<file path="src/rtl/fetch_unit.sv">
// fetch_unit: owns the PC, addresses imem, queues {pc, inst} pairs for decode.
// Latency: an instruction pushed into an empty queue is on out_inst the next cycle.
// Backpressure: out_ready low with a full queue freezes pc and queue contents.
// Optional build macro FETCH_PERF_EN adds fetch_cnt / stall_cnt counters.
module fetch_unit #(
    parameter int          IMEM_ADDR_WIDTH = 10,
    parameter int          FQ_DEPTH        = 2,
    parameter logic [31:0] RESET_PC        = 32'h0000_0000,
    parameter logic [31:0] HALT_INST       = 32'h0000_0000
) (
    input  logic                       clk,
    input  logic                       reset,
    output logic [IMEM_ADDR_WIDTH-1:0] imem_addr,
    input  logic [31:0]                imem_dout,
    input  logic                       redirect_valid,
    input  logic [31:0]                redirect_pc,
    output logic                       out_valid,
    input  logic                       out_ready,
    output logic [31:0]                out_inst,
    output logic [31:0]                out_pc,
    output logic                       halted
`ifdef FETCH_PERF_EN
    ,
    output logic [31:0]                fetch_cnt,
    output logic [31:0]                stall_cnt
`endif
);

    // Pointer width covers exactly FQ_DEPTH entries, so pointers wrap for free
    // (FQ_DEPTH is a power of two). Count needs one more state for "full".
    localparam int PW = (FQ_DEPTH > 1) ? $clog2(FQ_DEPTH) : 1;
    localparam int CW = $clog2(FQ_DEPTH + 1);
    localparam logic [CW-1:0] DEPTH_C = CW'(FQ_DEPTH);

    typedef enum logic [1:0] {
        ST_BOOT = 2'd0,
        ST_RUN  = 2'd1,
        ST_HALT = 2'd2
    } state_t;

    state_t         state;
    state_t         state_nxt;

    logic [31:0]    pc;
    logic [PW-1:0]  wr_ptr;
    logic [PW-1:0]  rd_ptr;
    logic [CW-1:0]  count;
    logic [31:0]    q_pc   [FQ_DEPTH];
    logic [31:0]    q_inst [FQ_DEPTH];

    logic           fetch_en;
    logic           fq_full;
    logic           push;
    logic           pop;
    logic           push_is_halt;
    logic [31:0]    redirect_tgt;

    // Redirect target is always word aligned; low two bits are dropped here.
    assign redirect_tgt = redirect_pc & 32'hFFFF_FFFC;

    // PCs beyond the imem range simply alias through the truncated address.
    assign imem_addr = pc[IMEM_ADDR_WIDTH+1:2];

    // Queue status and handshake. Redirect masks out_valid so decode never
    // completes a handshake on an entry that is being flushed this edge.
    assign fq_full   = (count == DEPTH_C);
    assign out_valid = (count != '0) & ~redirect_valid;
    assign pop       = out_valid & out_ready;

    // A full queue still accepts a push when the head leaves on the same edge.
    assign push         = fetch_en & ~redirect_valid & (~fq_full | pop);
    assign push_is_halt = push & (imem_dout == HALT_INST);

    // Head of queue; holds stale data while empty.
    assign out_pc   = q_pc[rd_ptr];
    assign out_inst = q_inst[rd_ptr];

    // FSM state register.
    always_ff @(posedge clk or posedge reset) begin
        if (reset) begin
            state <= ST_BOOT;
        end else begin
            state <= state_nxt;
        end
    end

    // FSM next state: BOOT always leaves after one cycle (redirect or not),
    // RUN stops on enqueuing the halt word, HALT waits for a redirect.
    always_comb begin
        state_nxt = state;
        unique case (state)
            ST_BOOT: state_nxt = ST_RUN;
            ST_RUN: begin
                if (push_is_halt) begin
                    state_nxt = ST_HALT;
                end
            end
            ST_HALT: begin
                if (redirect_valid) begin
                    state_nxt = ST_RUN;
                end
            end
            default: state_nxt = ST_BOOT;
        endcase
    end

    // FSM outputs: fetching is only enabled in RUN; halted mirrors HALT.
    always_comb begin
        fetch_en = 1'b0;
        halted   = 1'b0;
        unique case (state)
            ST_BOOT: begin
                fetch_en = 1'b0;
                halted   = 1'b0;
            end
            ST_RUN: begin
                fetch_en = 1'b1;
                halted   = 1'b0;
            end
            ST_HALT: begin
                fetch_en = 1'b0;
                halted   = 1'b1;
            end
            default: begin
                fetch_en = 1'b0;
                halted   = 1'b0;
            end
        endcase
    end

    // Program counter: redirect wins, otherwise advance by one word per push
    // (wrapping modulo 2^32); frozen whenever no push happens.
    always_ff @(posedge clk or posedge reset) begin
        if (reset) begin
            pc <= RESET_PC;
        end else if (redirect_valid) begin
            pc <= redirect_tgt;
        end else if (push) begin
            pc <= pc + 32'd4;
        end
    end

    // Queue pointers and occupancy; a redirect flushes everything in one edge.
    always_ff @(posedge clk or posedge reset) begin
        if (reset) begin
            wr_ptr <= '0;
            rd_ptr <= '0;
            count  <= '0;
        end else if (redirect_valid) begin
            wr_ptr <= '0;
            rd_ptr <= '0;
            count  <= '0;
        end else begin
            if (push) begin
                wr_ptr <= wr_ptr + PW'(1);
            end
            if (pop) begin
                rd_ptr <= rd_ptr + PW'(1);
            end
            unique case ({push, pop})
                2'b10:   count <= count + CW'(1);
                2'b01:   count <= count - CW'(1);
                default: count <= count;
            endcase
        end
    end

    // Queue storage; cleared on reset so the head outputs read zero.
    always_ff @(posedge clk or posedge reset) begin
        if (reset) begin
            for (int i = 0; i < FQ_DEPTH; i++) begin
                q_pc[i]   <= '0;
                q_inst[i] <= '0;
            end
        end else if (push) begin
            q_pc[wr_ptr]   <= pc;
            q_inst[wr_ptr] <= imem_dout;
        end
    end

`ifdef FETCH_PERF_EN
    logic run_stall;

    // A stall is a RUN cycle that neither pushes nor is being redirected.
    assign run_stall = fetch_en & ~push & ~redirect_valid;

    // Saturating fetch counter: one per push.
    always_ff @(posedge clk or posedge reset) begin
        if (reset) begin
            fetch_cnt <= '0;
        end else if (push && (fetch_cnt != 32'hFFFF_FFFF)) begin
            fetch_cnt <= fetch_cnt + 32'd1;
        end
    end

    // Saturating stall counter.
    always_ff @(posedge clk or posedge reset) begin
        if (reset) begin
            stall_cnt <= '0;
        end else if (run_stall && (stall_cnt != 32'hFFFF_FFFF)) begin
            stall_cnt <= stall_cnt + 32'd1;
        end
    end
`endif

endmodule
</file>
<file path="config.mk">
export PLATFORM = sky130hd
export DESIGN_NAME = fetch_unit
export DESIGN_NICKNAME = d
export VERILOG_FILES = /design/src/rtl/fetch_unit.sv
export SDC_FILE = /design/constraint.sdc
export NUM_CORES = 1
export LEC_CHECK = 0
export CAP_MARGIN = 0
export CORE_MARGIN = 2
export CORE_UTILIZATION = 33
export DETAILED_ROUTE_END_ITERATION = 10
export SLEW_MARGIN = 10
export SYNTH_ARGS = -nofsm -noshare
export SYNTH_HDL_FRONTEND = slang
export SYNTH_SLANG_ARGS = --single-unit
</file>
<file path="constraint.sdc">
create_clock -name clk -period 6 [get_ports clk]
set_input_delay 1.2 -clock clk [delete_from_list [all_inputs] [get_ports clk]]
set_output_delay 1.2 -clock clk [all_outputs]
set_load 0.03 [all_outputs]
</file>
==> summary.md, run 1 <==
| Metric | Value |
|---|---|
| Run status | finished clean |
| Slowest cell on the critical path | sky130_fd_sc_hd__dfrtp_2 |
| Remaining number of nets flagged by the antenna check after routing | 0 |
| Fraction of layout cells with a size suffix above 1 | 32.0% |
| Via count | 5,071 |
| Power density normalized to cell area | 374 nW/um^2 |
| FFs w/ async S/R, synth | 100% |
| Utilization after layout | 43.5% |
| Internal power consumption | 2.56 mW |
| Final Hold Violating Endpoints | 0 |
| Sequential power share | 39.9% |
| Area overhead of the layout relative to synthesis | 29.2% |
| Maximum number of pins on one net before global-route repair | 62 |
| Maximum resistive drop on vdd | 0.192 mV |
| TritonCTS buffer count | 17 |
| Synth top cells by count | sky130_fd_sc_hd__mux2_2, sky130_fd_sc_hd__dfrtp_1, sky130_fd_sc_hd__nand2_1 |
| Count of instances resized after the clock tree is built | 0 |
| GRT Overall Usage | 15.7% |
| Number of buffers inserted by post-CTS setup repair | 0 |
| Critical Path Sink Type | output port |
| Power share of the combinational group | 28.8% |
| Number of vias per cell after detailed routing | 5.00 |
| Static Leakage | 3.95 nW |
| CTS sink cnt | 160 |
| Placed cells | 982 |
| Cells taking the most area after synthesis | sky130_fd_sc_hd__dfrtp_1, sky130_fd_sc_hd__mux2_2, sky130_fd_sc_hd__xor2_1, sky130_fd_sc_hd__o21ai_0, sky130_fd_sc_hd__nand2_1 |
| Initial antenna violation count | 0 |
| Share of the cycle needed by the critical path after routing | 71.2% |
| First-pass GRT wire length | 29,600 um |
| Slew Limit Headroom | 19.4% |
| Maximum frequency from static timing analysis | 0.234 GHz |
| Relative contribution of the clock network to total power | 31.3% |
| Fraction of the yosys area taken by sequential cells | 52.5% |
| Die area | 24,300 sq um |
| Number of endpoints failing setup at the final stage | 0 |
| Required time of the worst setup path | 4.80 ns |
| RSZ-0062 raised after global routing | no |
| Die width | 156 um |
| HPWL after detailed placement | 12,700 um |
| Hold WS | 0.488 ns |
| Number of top-level design ports | 144 |
| Global route overflow | 0 |
| Post-synthesis instance total | 589 |
| Die height | 156 um |
| Effective utilization at floorplan | 33.7% |
| Startpoint type of the worst setup path | register |
| Maximum clock path buffer count | 2 |
| Overall routed net length | 18,500 um |
| ANT cells | 0 |
| Final Max Slew Viols | 0 |
| Number of distinct library cells after synthesis | 50 |
| Average cell area after synthesis | 12.9 sq um |
| Switching power share of the total | 30.4% |
| Post-layout nets | 785 |
| Clock-pin slew on the worst setup and hold paths | 0.06 ns |
| # H-tree levels | 4 |
| Worst Skew | 0.00867 ns |
| Worst flop-to-flop path endpoint | q_pc[41] |
| Number of gates on the worst path with buffers counted | 3 |
| Number of maximum-capacitance violations | 0 |
| Input/output buffers | 139 |
| Arrival time of data at the critical path endpoint | 3.07 ns |
| Number of fill cells | 2,033 |
| Setup TNS | 0 ns |
| Leading area contributor after synthesis | sky130_fd_sc_hd__dfrtp_1 |
| Iteration-0 DRC count of the detailed router | 138 |
| Count of cells along the worst register-to-register path | 5 |
| Routability cong. | 0.780 |
| Hold buffer count at CTS | 0 |
| Clock latency of the later-clocked register in the worst-skew pair | 0.42 ns |
| Area fraction of the dominant cell type after synthesis | 52.5% |
| CP bufs+invs | 2 |
| Post-synth design cell area | 7620 sq um |
| Min cycle time layout | 4.27 ns |
| Yosys reg bits | 160 |
| Core Area | 22,600 sq um |
| CP Cell Sequence | buf_4 -> mux2_2 -> clkdlybuf4s50_1 |
| Switching pwr | 1.12 mW |
| Number of synthesized flops with an enable pin | 0 |
| Type of the most critical hold path | register to register |
| Critical-path maximum fanout | 46 |
| Post-detailed-route wirelength per cell | 18.3 um |
| Critical path startpoint | rd_ptr |
| Via count of the first global-routing pass | 5,430 |
| Setup slack on the worst flop-to-flop path | 3.10 ns |
| Root Buffer | sky130_fd_sc_hd__clkbuf_16 |
| Post-route DRC | 0 |
| Detailed Routing Iterations Pass 1 | 4 |
| Final Total Pwr | 3.68 mW |
| Most frequent cell after synthesis | sky130_fd_sc_hd__mux2_2 |
| RR Startpoint | state[1] |
| Warnings, synthesis | 0 |
| Top flip-flop cell by instance count after synthesis | sky130_fd_sc_hd__dfrtp_1 |
| Destination of the critical timing path | out_pc[14] |
| Transition time at the pin with the least slew margin | 1.21 ns |
| CTS tree | yes |
| Count of standard-cell rows | 55 |
| Cell Count, Final, Fillers Out | 1,014 |
| Max stage delay on crit path | 1.13 ns |
| Class of the most critical setup path | register to output port |
| CP delay by family, top | flip-flops |
-- worst min path at each step --
stage | start | endpoint | slack [ns] | cells past startpoint
2_1_floorplan | q_pc[34] | q_pc[34] | 0.45 | 1
3_3_place_gp | q_pc[34] | q_pc[34] | 0.46 | 1
5_1_grt | q_pc[23] | q_pc[23] | 0.51 | 1
6_report | q_pc[23] | q_pc[23] | 0.49 | 1
4_1_cts | q_pc[22] | q_pc[22] | 0.49 | 1
3_5_place_dp | q_pc[22] | q_pc[22] | 0.48 | 1
-- layout make-up --
type / instances / area (sq um) / share of cell area [%]
inverters: 5 / 23.8 / 0.242
repair buffers: 147 / 1450 / 14.7
flip-flops and latches: 160 / 4010 / 40.7
clock inverters: 12 / 183 / 1.86
clock buffers: 20 / 447 / 4.54
multi-input cells: 385 / 3380 / 34.4
well taps: 285 / 357 / 3.62
-- kinds of logic (layout without fill, tap and decap cells) --
logic type      after synthesis  after routing  share of synthesized area [%]
simple gates                115            115                           8.14
other cells                   1              2                         0.0492
buf+inv                      45            184                           3.23
flops                       160            160                           52.5
fa+ha+maj                     1              1                          0.164
compound gates               50             50                           4.73
xor+xnor                     27             27                           3.10
mux                         190            190                           28.0
-- layout by cell type, fill, tap and decap left out, types with 3 or more instances in the layout --
cell type / instances
sky130_fd_sc_hd__mux2_2: 178
sky130_fd_sc_hd__mux2_1: 10
sky130_fd_sc_hd__nand3_1: 10
sky130_fd_sc_hd__xnor2_1: 8
sky130_fd_sc_hd__clkinvlp_4: 3
sky130_fd_sc_hd__nor2b_1: 3
sky130_fd_sc_hd__clkbuf_16: 17
sky130_fd_sc_hd__and2_1: 3
sky130_fd_sc_hd__buf_4: 8
sky130_fd_sc_hd__nor3_1: 3
sky130_fd_sc_hd__clkdlybuf4s50_1: 138
sky130_fd_sc_hd__nor2_1: 15
sky130_fd_sc_hd__inv_1: 4
sky130_fd_sc_hd__nand2_1: 36
sky130_fd_sc_hd__nor4_1: 8
sky130_fd_sc_hd__o21ai_0: 30
sky130_fd_sc_hd__and3_1: 6
sky130_fd_sc_hd__xor2_1: 19
sky130_fd_sc_hd__bufinv_16: 4
sky130_fd_sc_hd__nand4_1: 18
sky130_fd_sc_hd__dfrtp_1: 159
sky130_fd_sc_hd__inv_6: 3
-- per-layer routing --
metal	up-vias	track usage (%)	share of wire [%]
li1	2369	-	-
met4	0	5.68	1.9
met3	23	3.28	3.8
met1	2585	19.6	44
met5	-	0	0
met2	94	26.8	50
-- stage by stage --
step	setup slack [ns]	area [sq um]
2_1_floorplan	0.480	7620
3_3_place_gp	2.08	9210
3_5_place_dp	2.03	9210
4_1_cts	1.67	9840
5_1_grt	1.61	9840
6_report	1.73	9840
-- state kept, by name, summed over array words and instances, names as in the netlist --
| register | flops |
|---|---|
| wr_ptr | 1 |
| q_inst | 64 |
| rd_ptr | 1 |
| q_pc | 60 |
| pc | 30 |
| count | 2 |
| state | 2 |
-- power groups by stage --
stage | clock [mW] | sequential [mW] | combinational, mW
global placement | 0 | 1.46 | 1.05
floorplan | 0 | 1.42 | 0.732
finish | 1.15 | 1.47 | 1.06
CTS | 1.18 | 1.47 | 1.08
global route | 1.23 | 1.50 | 1.13
detailed placement | 0 | 1.49 | 1.07
-- worst reg2reg max path, stage by stage, from the launching register on --
cell,delay [ns]
sky130_fd_sc_hd__dfrtp_1,0.42
sky130_fd_sc_hd__nor2b_1,0.41
sky130_fd_sc_hd__o211ai_2,0.32
sky130_fd_sc_hd__nor2_4,0.80
sky130_fd_sc_hd__buf_4,0.44
sky130_fd_sc_hd__mux2_2,0.39
Power figures use the tool's default switching activity.
==> inputs of run 2 (changes only) <==
Clock period 6 ns to 3.7 ns, I/O delays scaled along.
==> run 2 against run 1 <==
Net effect:
- global-route usage decreased by 0.13 points
- largest power group unchanged
- largest cell class unchanged
- clock power rose by 57%
- cell count did not move
- wire length decreased by 0.86%
- critical path type unchanged
- power grew 61%
- via count is 0.30% higher
==> summary.md, run 2 (synthesis results as in run 1) <==
| Metric | Value |
|---|---|
| Run status | finished clean |
| Root Buffer | sky130_fd_sc_hd__clkbuf_16 |
| Final Max Slew Viols | 0 |
| CP delay by family, top | buffers and inverters |
| Setup TNS | 0 ns |
| Remaining number of nets flagged by the antenna check after routing | 0 |
| Arrival time of data at the critical path endpoint | 2.19 ns |
| ANT cells | 0 |
| Clock-pin slew on the worst setup and hold paths | 0.06 ns |
| Detailed Routing Iterations Pass 1 | 4 |
| Iteration-0 DRC count of the detailed router | 244 |
| Number of vias per cell after detailed routing | 5.02 |
| Fraction of layout cells with a size suffix above 1 | 32.0% |
| Overall routed net length | 18,400 um |
| Post-detailed-route wirelength per cell | 18.1 um |
| Max stage delay on crit path | 0.63 ns |
| Maximum frequency from static timing analysis | 0.341 GHz |
| Post-layout nets | 785 |
| Static Leakage | 3.94 nW |
| Startpoint type of the worst setup path | register |
| Clock latency of the later-clocked register in the worst-skew pair | 0.42 ns |
| Share of the cycle needed by the critical path after routing | 79.2% |
| Area overhead of the layout relative to synthesis | 29.2% |
| CP bufs+invs | 2 |
| Core Area | 22,600 sq um |
| Final Hold Violating Endpoints | 0 |
| CTS tree | yes |
| Worst Skew | 0.00563 ns |
| Max FFs per register | 64 |
| Die width | 156 um |
| Die area | 24,300 sq um |
| Post-route DRC | 0 |
| Slowest cell on the critical path | sky130_fd_sc_hd__clkdlybuf4s50_1 |
| Number of buffers inserted by post-CTS setup repair | 0 |
| Routability cong. | 0.771 |
| Count of instances resized after the clock tree is built | 0 |
| Required time of the worst setup path | 2.96 ns |
| Instance area at placement | 9240 sq um |
| Global route overflow | 0 |
| Number of top-level design ports | 144 |
| Power density normalized to cell area | 600 nW/um^2 |
| Sequential cell area | 4010 sq um |
| TritonCTS buffer count | 17 |
| Maximum number of pins on one net before global-route repair | 161 |
| Number of maximum-capacitance violations | 0 |
| Slew Limit Headroom | 42.1% |
| Transition time at the pin with the least slew margin | 0.869 ns |
| Commonest cells after routing, fill and taps aside | sky130_fd_sc_hd__mux2_2, sky130_fd_sc_hd__dfrtp_1, sky130_fd_sc_hd__clkdlybuf4s50_1, sky130_fd_sc_hd__nand2_1, sky130_fd_sc_hd__o21ai_0 |
| Final Total Pwr | 5.91 mW |
| Die height | 156 um |
| Number of fill cells | 2,040 |
| Critical Path Sink Type | output port |
| Maximum clock path buffer count | 2 |
| Area of all placed cells without fillers | 9840 sq um |
| Hold path startpoint | q_pc[22] |
| CP Cell Sequence | buf_12 -> mux2_2 -> clkdlybuf4s50_1 |
| Register containing the most flip-flops in the final layout | q_inst |
| Via count | 5,086 |
| Count of standard-cell rows | 55 |
| Most frequent standard cell in the layout excluding fill and tap cells | sky130_fd_sc_hd__mux2_2 |
| Class of the most critical setup path | register to output port |
| HPWL after detailed placement | 12,100 um |
| Via count of the first global-routing pass | 5,355 |
| Initial antenna violation count | 0 |
| Critical-path maximum fanout | 63 |
| RSZ-0062 raised after global routing | no |
| CTS sink cnt | 160 |
| Number of endpoints failing setup at the final stage | 0 |
| Input/output buffers | 139 |
| First-pass GRT wire length | 29,400 um |
| # H-tree levels | 4 |
| Effective utilization at floorplan | 33.7% |
| Hold buffer count at CTS | 0 |
| Combined area of the multi-input logic cells | 3380 sq um |
| RR Startpoint | state[1] |
| Critical path startpoint | rd_ptr |
| Largest regs | q_inst: 64 flops, q_pc: 60 flops, pc: 30 flops |
| Min cycle time layout | 2.93 ns |
| Type of the most critical hold path | register to register |
| GRT Overall Usage | 15.6% |
| Maximum resistive drop on vdd | 0.323 mV |
[run 2: per-layer routing]
| metal | routed length [um] | share of wire, % | track usage [%] |
|---|---|---|---|
| met5 | 0 | 0 | 0 |
| met4 | 213 | 1.2 | 4.81 |
| met3 | 845 | 4.6 | 3.83 |
| met2 | 9070 | 49 | 25.6 |
| met1 | 8240 | 45 | 20.3 |
[run 2: metrics by stage]
| stage | setup slack [ns] | util [%] | instances | hold WS, ns |
|---|---|---|---|---|
| global placement | 0.723 | 40.8 | 982 | 0.464 |
| global route | 0.672 | 43.5 | 1014 | 0.501 |
| CTS | 0.736 | 43.5 | 1014 | 0.489 |
| finish | 0.768 | 43.5 | 1014 | 0.485 |
| floorplan | 0.931 | - | 590 | 0.454 |
| detailed placement | 0.689 | 40.8 | 982 | 0.475 |
[run 2: layout make-up]
type	instances	share of cell area, %
Tap cell	285	3.62
Inverter	5	0.229
Clock inverter	12	1.61
Timing Repair Buffer	147	14.9
Clock buffer	20	4.54
Multi-Input combinational cell	385	34.4
Sequential cell	160	40.7
[run 2: worst register-to-register path, cell delays in order (launching register included)]
cell,delay [ns]
sky130_fd_sc_hd__dfrtp_1,0.41
sky130_fd_sc_hd__nor2b_1,0.42
sky130_fd_sc_hd__o211ai_2,0.33
sky130_fd_sc_hd__nor2_4,0.16
sky130_fd_sc_hd__buf_4,0.52
sky130_fd_sc_hd__mux2_2,0.42
[run 2: power by group]
part	internal, mW	switching, mW
combinational	0.880	0.861
sequential	2.12	0.230
clock	1.08	0.731
total	4.09	1.82
[run 2: worst paths after layout]
path                           endpoint  slack [ns]  cells past startpoint
min                            q_pc[22]        0.48                      1
max in group asynchronous        rd_ptr        2.14                      3
min reg2reg                    q_pc[22]        0.48                      1
min in group asynchronous      q_pc[25]        0.93                      3
max reg2reg                  q_inst[38]        1.32                      5
max                        out_inst[31]        0.77                      3
